<file path="src/rtl/cpu_pkg.sv">
// cpu_pkg: shared widths, timeout default and memory-interface FSM states
package cpu_pkg;
  localparam int DEF_DATA_W = 32;
  localparam int DEF_ADDR_W = 9;
  localparam int DEF_TIMEOUT_CYC = 15;
  typedef enum logic [1:0] {IDLE = 2'd0, RD = 2'd1, WR = 2'd2} state_t;
endpackage

</file>
<file path="src/rtl/mdr_unit.sv">
// mdr_unit: memory data register with bus/memory source select
module mdr_unit #(
  parameter int W = 32
) (
  input  logic         clk,
  input  logic         rst,
  input  logic         ld_bus,
  input  logic         ld_mem,
  input  logic [W-1:0] bus,
  input  logic [W-1:0] rdata,
  output logic [W-1:0] mdr
);
  always_ff @(posedge clk or posedge rst)
    if (rst) mdr <= '0;
    else if (ld_bus || ld_mem) mdr <= ld_mem ? rdata : bus;
endmodule

</file>
<file path="src/rtl/mem_interface.sv">
// mem_interface: MAR/MDR owner sequencing single-word RAM reads/writes over req/ack with timeout
module mem_interface
  import cpu_pkg::*;
#(
  parameter int DATA_W = DEF_DATA_W,
  parameter int ADDR_W = DEF_ADDR_W,
  parameter int TIMEOUT_CYC = DEF_TIMEOUT_CYC
) (
  input  logic              clock,
  input  logic              clear,
  input  logic [DATA_W-1:0] BusMuxOut,
  input  logic              MARin,
  input  logic              MDRin,
  input  logic              Read,
  input  logic              Write,
  output logic [DATA_W-1:0] BusMuxInMAR,
  output logic [DATA_W-1:0] BusMuxInMDR,
  output logic [ADDR_W-1:0] mem_addr,
  output logic [DATA_W-1:0] mem_wdata,
  output logic              mem_rd_req,
  output logic              mem_wr_req,
  input  logic [DATA_W-1:0] mem_rdata,
  input  logic              mem_ack,
  output logic              busy,
  output logic              done,
  output logic              err
);
  localparam int CW = $clog2(TIMEOUT_CYC + 1);
  state_t state, state_n;
  logic [CW-1:0] cnt;
  logic [DATA_W-1:0] mar, mdr;
  logic idle, rd_cmd, wr_cmd, acc, tmo;
  assign idle = state == IDLE;
  assign rd_cmd = idle && Read && MDRin;
  assign wr_cmd = idle && Write && !rd_cmd;
  assign acc = rd_cmd || wr_cmd;
  // ack on the limit edge still counts as success
  assign tmo = !idle && !mem_ack && cnt == CW'(TIMEOUT_CYC - 1);
  always_comb
    state_n = rd_cmd ? RD : wr_cmd ? WR : (!idle && (mem_ack || tmo)) ? IDLE : state;
  always_ff @(posedge clock or posedge clear)
    if (clear) begin
      state <= IDLE;
      cnt <= '0;
      mar <= '0;
      err <= 1'b0;
      done <= 1'b0;
    end else begin
      state <= state_n;
      done <= !idle && mem_ack;
      cnt <= acc ? '0 : (!idle && !mem_ack) ? cnt + CW'(1) : cnt;
      err <= acc ? 1'b0 : tmo ? 1'b1 : err;
      if (MARin && idle) mar <= BusMuxOut;
    end
  mdr_unit #(.W(DATA_W)) u_mdr (
    .clk(clock),
    .rst(clear),
    .ld_bus(idle && MDRin && !Read),
    .ld_mem(state == RD && mem_ack),
    .bus(BusMuxOut),
    .rdata(mem_rdata),
    .mdr(mdr)
  );
  assign BusMuxInMAR = mar;
  assign BusMuxInMDR = mdr;
  assign mem_addr = mar[ADDR_W-1:0];
  assign mem_wdata = mdr;
  assign mem_rd_req = state == RD;
  assign mem_wr_req = state == WR;
  assign busy = !idle;
endmodule

</file>
<file path="config.mk">
export PLATFORM = sky130hd
export DESIGN_NAME = mem_interface
export DESIGN_NICKNAME = d
export VERILOG_FILES = /design/src/rtl/cpu_pkg.sv /design/src/rtl/mdr_unit.sv /design/src/rtl/mem_interface.sv
export SDC_FILE = /design/constraint.sdc
export NUM_CORES = 1
export LEC_CHECK = 0
export BUFFER_PORTS_ARGS = -buffer_cell sky130_fd_sc_hd__buf_2
export CAP_MARGIN = 20
export CORE_UTILIZATION = 30
export CTS_BUF_LIST = sky130_fd_sc_hd__clkbuf_16
export CTS_CLUSTER_DIAMETER = 30
export DETAILED_ROUTE_END_ITERATION = 10
export GPL_ROUTABILITY_DRIVEN = 0
export PLACE_DENSITY = 0.66
export RECOVER_POWER = 50
export SYNTH_ARGS = -nofsm -noshare
export SYNTH_HDL_FRONTEND = slang
export SYNTH_SLANG_ARGS = --single-unit
</file>
<file path="constraint.sdc">
create_clock -name clock -period 2.5 [get_ports clock]
set_input_delay 0.25 -clock clock [delete_from_list [all_inputs] [get_ports clock]]
set_output_delay 0.25 -clock clock [all_outputs]
set_load 0.05 [all_outputs]
</file>
==> results of run 1 <==
[how the worst max path moves through the flow]
stage | slack [ns] | cells after the start | to
after CTS | 0.64 | 4 | u_mdr.mdr[16]
after global placement | 0.73 | 4 | u_mdr.mdr[13]
after floorplan | 0.43 | 1 | BusMuxInMAR[0]
final | 0.66 | 4 | u_mdr.mdr[16]
after global routing | 0.58 | 4 | u_mdr.mdr[19]
after detailed placement | 0.66 | 4 | u_mdr.mdr[16]
[cells in the mapped netlist, types with 2 or more instances]
cell	n
inv_1	4
nor2_1	3
a21oi_1	4
ha_1	2
nor2b_1	2
dfrtp_1	72
nand2_1	4
buf_4	41
o21ai_0	3
buf_6	4
mux2_2	92
or3_1	2
clkbuf_8	3
mux2_1	4
buf_2	3
nand3_1	2
[critical path: cells and delay by family (launching register included)]
kind | cells | cell delay (ns)
multiplexers | 1 | 0.37
AND/OR/NAND/NOR | 1 | 0.45
flip-flops | 1 | 0.47
AO/OA/AOI/OAI | 1 | 0.16
buffers and inverters | 1 | 0.26
[cells by family after synthesis]
| logic type | share of synthesized area [%] |
|---|---|
| multiplexers | 30.6 |
| flip-flops | 50.9 |
| buffers and inverters | 12.1 |
| AND/OR/NAND/NOR | 3.08 |
| AO/OA/AOI/OAI | 2.37 |
| adder cells (fa/ha/maj) | 0.707 |
| XOR/XNOR | 0.248 |
[flip-flops by register name, indices dropped and copies added, names as in the netlist]
| signal | flops |
|---|---|
| cnt | 4 |
| err | 1 |
| u_mdr.mdr | 32 |
| done | 1 |
| state | 2 |
| BusMuxInMAR | 32 |
[through the flow]
step	std cells	util (%)	instance area, sq um	hold WS, ns	worst slack [ns]
after global placement	536	37.2	4270	0.450	0.727
after global routing	549	38.8	4450	0.161	0.577
after detailed placement	536	37.2	4270	0.452	0.658
final	549	38.8	4450	0.159	0.664
after CTS	549	39.3	4510	0.108	0.645
after floorplan	258	-	3540	0.385	0.425
[layout make-up]
class | instances | area share, %
Clock inverter | 4 | 0.366
Inverter | 4 | 0.338
Multi-Input combinational cell | 130 | 29.4
Timing Repair Buffer | 187 | 20.3
Sequential cell | 72 | 40.5
Tap cell | 143 | 4.02
Clock buffer | 9 | 5.06
[per-layer routing]
| layer | vias to the layer above | global-route usage (%) |
|---|---|---|
| li1 | 1144 | - |
| met1 | 1168 | 14.9 |
| met2 | 106 | 21.2 |
| met3 | 9 | 4.28 |
| met4 | 0 | 4.71 |
| met5 | - | 0 |
==> flow_summary_export.csv, run 1 <==
group,metric,value,unit
clock_tree,clock_latency,0.32,ns
clock_tree,post_cts_buffers,0,
worst_setup_path,cp-start-kind,"flip-flop",
worst_setup_path,rr_endpoint,"u_mdr.mdr[16]",
detailed_routing,dr.pass1.iters,2,
hold_path,hp-class,"input port to flip-flop",
die,die-area,12200,sq um
detailed_routing,drc,0,
logic_synthesis,yosysUniqueCellTypes,29,
clock_tree,cts-root-buf,"clkbuf_16",
clock_tree,clk_path_buf_depth,2,
die,row_count,39,
cells_and_area,drive_gt1_share,59.6,%
worst_setup_path,critical_path.max_fanout,17,
hold_path,holdPathStages,2,
worst_setup_path,cp_data_arrival_time,2.04,ns
sta,rsz0062_at_grt,"false",
grt,globalRouteOverflowTotal,0,
status,violations,"capacitance limit",
worst_setup_path,slowest_stage,"dfrtp_1",
die,initial_utilization,30.9,%
sta,fin_skew,0.00442,ns
clock_tree,cts_hold_buffers,0,
worst_setup_path,startpoint,"state[0]",
flow_run,max_cap_violations,1,
logic_synthesis,synth_top_area_cell,"dfrtp_1",
logic_synthesis,synth-seq-cells,72,
cells_and_area,insertedDiodeCount,0,
cells_and_area,synthToLayoutAreaGrowth,25.7,%
sta,fmax,0.545,GHz
clock_tree,clkTransAtPathRegs,0.05,ns
cells_and_area,multi_input_area,1310,sq um
placed_design,port_buffers,180,
logic_synthesis,yosys_warnings,0,
logic_synthesis,seq_area_frac_synth,50.9,%
detailed_routing,via_per_inst,4.42,
worst_setup_path,cp_slowest_stage_delay,0.47,ns
sta,timing_hold_violations_final,0,
detailed_routing,drt_iter0_drc,33,
logic_synthesis,post_synth.cell_area_avg,13.7,sq um
detailed_routing,wl_met2,3.60,mm
worst_setup_path,r2r_slack,0.66,ns
logic_synthesis,synth_nets,331,
grt,grt_usage,12.6,%
detailed_routing,wl_met1,3.08,mm
hold_path,min-delay-start,"BusMuxOut[1]",
die,ios,181,
worst_setup_path,reg2reg_from,"state[0]",
cells_and_area,layout_commonest_cell,"buf_2",
logic_synthesis,synth_ff_type,"dfrtp_1",
detailed_routing,vias,2427,
detailed_routing,routed-wl-met3,539,microns
clock_tree,cts_tree,"built",
grt,grt_pass1_vias,2423,
detailed_routing,ant_nets,0,
hold_path,hold_path_end,"BusMuxInMAR[1]",
clock_tree,numCtsBuffers,9,
cells_and_area,fillers,1150,
worst_setup_path,end_kind,"flip-flop",
clock_tree,htree_num_levels,3,
grt,antenna_found_initial,0,
die,die_width,111,microns
sta,max_slew_margin,1.72,%
placed_design,hpwl,5.60,mm
grt,grt_pass1_wl,12.2,mm
sta,setup_viol_count_final,0,
logic_synthesis,synth_cells,258,
logic_synthesis,synth-edff-count,0,
worst_setup_path,required,2.70,ns
sta,fin_crit_sh,73.5,%
detailed_routing,wl,7.31,mm
sta,tightest_slew,1.47,ns
logic_synthesis,synth_area_leaders,"dfrtp_1 (51%), mux2_2 (29%), buf_4 (8.7%), buf_6 (1.3%), mux2_1 (1.3%)",
cells_and_area,final-seq-area,1800,sq um
logic_synthesis,async_reset_ff_share,100,%
clock_tree,post_cts_resized,0,
cells_and_area,final_nets,477,
detailed_routing,routed.top_layer,"met4",
sta,slew_viol_final,0,
cells_and_area,final_cell_mix,"buf_2 (128), mux2_2 (92), dfrtp_1 (72)",
worst_setup_path,worstPathCellList,"or3b_4 -> a21oi_4 -> buf_4 -> mux2_2",
die,chipHeight,111,microns
die,coreArea,11500,sq um
logic_synthesis,synth.top_cell.area_share,50.9,%
worst_setup_path,path_class,"flip-flop to flip-flop",
status,status,"finished, violations left",
logic_synthesis,synthesis.area,3540,sq um
detailed_routing,routedWlPerCell,13.3,microns
clock_tree,cts.sinks,72,
sta,post-route-min-period,1.84,ns
grt,grt_max_degree,38,
worst_setup_path,rr_worst_depth,4,
sta,setup_tns,0,ns
Power of run 1 is left out: the tool's default activity adds up to more than one toggle a clock period on the data nets, which glitch-free logic cannot reach.
==> run 2, diff against run 1 <==
Clock period 2.5 ns to 1.9 ns, I/O delays scaled along.
==> flow_summary_export.csv, run 2 (same netlist as run 1, synthesis figures left out) <==
group,metric,value,unit
clock_tree,post_cts_buffers,0,
grt,grt_pass1_wl,12.4,mm
grt,grt_usage,12.7,%
worst_setup_path,required,2.11,ns
die,die_width,111,microns
clock_tree,cts_tree,"built",
sta,fin_crit_sh,87.2,%
worst_setup_path,path_class,"flip-flop to flip-flop",
grt,grt_pass1_vias,2419,
grt,antenna_found_initial,0,
detailed_routing,routedWlPerCell,13.5,microns
worst_setup_path,end_kind,"flip-flop",
placed_design,port_buffers,180,
cells_and_area,fillers,1144,
cells_and_area,insertedDiodeCount,0,
flow_run,max_cap_violations,0,
grt,globalRouteOverflowTotal,0,
cells_and_area,final_cell_mix,"buf_2 (126), mux2_2 (92), dfrtp_1 (72)",
cells_and_area,layout.cells.non_filler,556,
detailed_routing,drt_iter0_drc,34,
sta,slew_viol_final,0,
grt,grt_max_degree,73,
clock_tree,clock_latency,0.33,ns
placed_design,post-place-cells,539,
detailed_routing,wl,7.50,mm
die,ios,181,
cells_and_area,final_nets,481,
worst_setup_path,cp_data_arrival_time,1.86,ns
detailed_routing,dr.pass1.iters,4,
cells_and_area,final-seq-area,1800,sq um
worst_setup_path,critical_path.max_fanout,16,
clock_tree,clk_path_buf_depth,2,
sta,tightest_slew,0.981,ns
sta,fmax,0.603,GHz
clock_tree,cts.sinks,72,
clock_tree,cts-root-buf,"clkbuf_16",
die,initial_utilization,30.9,%
status,status,"completed",
detailed_routing,drc,0,
clock_tree,htree_num_levels,3,
sta,max_slew_margin,34.6,%
detailed_routing,ant_nets,0,
die,die-area,12200,sq um
sta,fin_skew,0.00665,ns
worst_setup_path,cp-start-kind,"flip-flop",
placed_design,hpwl,5.53,mm
cells_and_area,synthToLayoutAreaGrowth,29.2,%
cells_and_area,multi_input_area,1310,sq um
sta,setup_tns,0,ns
sta,rsz0062_at_grt,"false",
cells_and_area,layout_commonest_cell,"buf_2",
detailed_routing,vias,2424,
sta,setup_viol_count_final,0,
detailed_routing,via_per_inst,4.36,
clock_tree,post_cts_resized,0,
die,chipHeight,111,microns
die,row_count,39,
die,coreArea,11500,sq um
cells_and_area,drive_gt1_share,59.8,%
sta,timing_hold_violations_final,0,
hold_path,hp-class,"input port to flip-flop",
clock_tree,clkTransAtPathRegs,0.06,ns
sta,post-route-min-period,1.66,ns
clock_tree,numCtsBuffers,9,
[run 2: changes by cell type in the layout (fill, tap and decap cells not counted), sizes merged]
cell	previous run	this run
inv	5	4
clkbuf	61	65
clkinv	3	2
buf	135	134
bufinv	0	2
clkinvlp	0	3
dlygate4sd3	0	1
[run 2: final cells by class]
class	instances	area share (%)
sequential	72	39.4
multi-input combinational	130	28.6
tap	143	3.91
inverter	4	0.410
timing repair buffer	191	20.8
clock inverter	7	1.92
clock buffer	9	4.92
[run 2: timing repair]
item	in CTS	in global routing
hold buffers	1	0
endpoints found under the setup margin	0	0
endpoints found under the hold margin	61	0
[run 2: worst max-delay path, cell delays in order, from the launching register on]
cell and delay, ns:
dfrtp_1 0.37, or3b_4 0.41, a21oi_4 0.22, buf_12 0.19, mux2_2 0.34
[run 2: path summary, 6_finish.rpt]
kind                                  from         endpoint  slack, ns  cells after the start
setup / recovery                  state[0]    u_mdr.mdr[11]       0.24                      4
hold / removal               BusMuxOut[16]  BusMuxInMAR[16]        0.1                      2
setup reg to reg                  state[0]    u_mdr.mdr[11]       0.24                      4
hold reg to reg            BusMuxInMAR[15]  BusMuxInMAR[15]       0.49                      1
max in group asynchronous            clear    u_mdr.mdr[11]       0.47                      4
min in group asynchronous            clear   BusMuxInMAR[5]       0.77                      4
[run 2: routing by layer]
layer  GRT usage (%)  vias up  share of wire (%)
li1                -     1155                  -
met1            15.6     1148                 43
met2            21.0      110                 49
met3            4.17       11                7.1
met4            4.44        0                1.3
met5               0        -                  0
[run 2: stage by stage]
step	cell area (sq um)	hold slack, ns	setup slack (ns)	utilization, %
CTS	4660	0.0787	0.231	40.6
floorplan	3540	0.325	0.189	-
detailed placement	4330	0.342	0.240	37.8
global placement	4330	0.324	0.272	37.8
finish	4570	0.0956	0.243	39.9
global route	4570	0.0892	0.139	39.9
Power of run 2 is left out for the same reason.
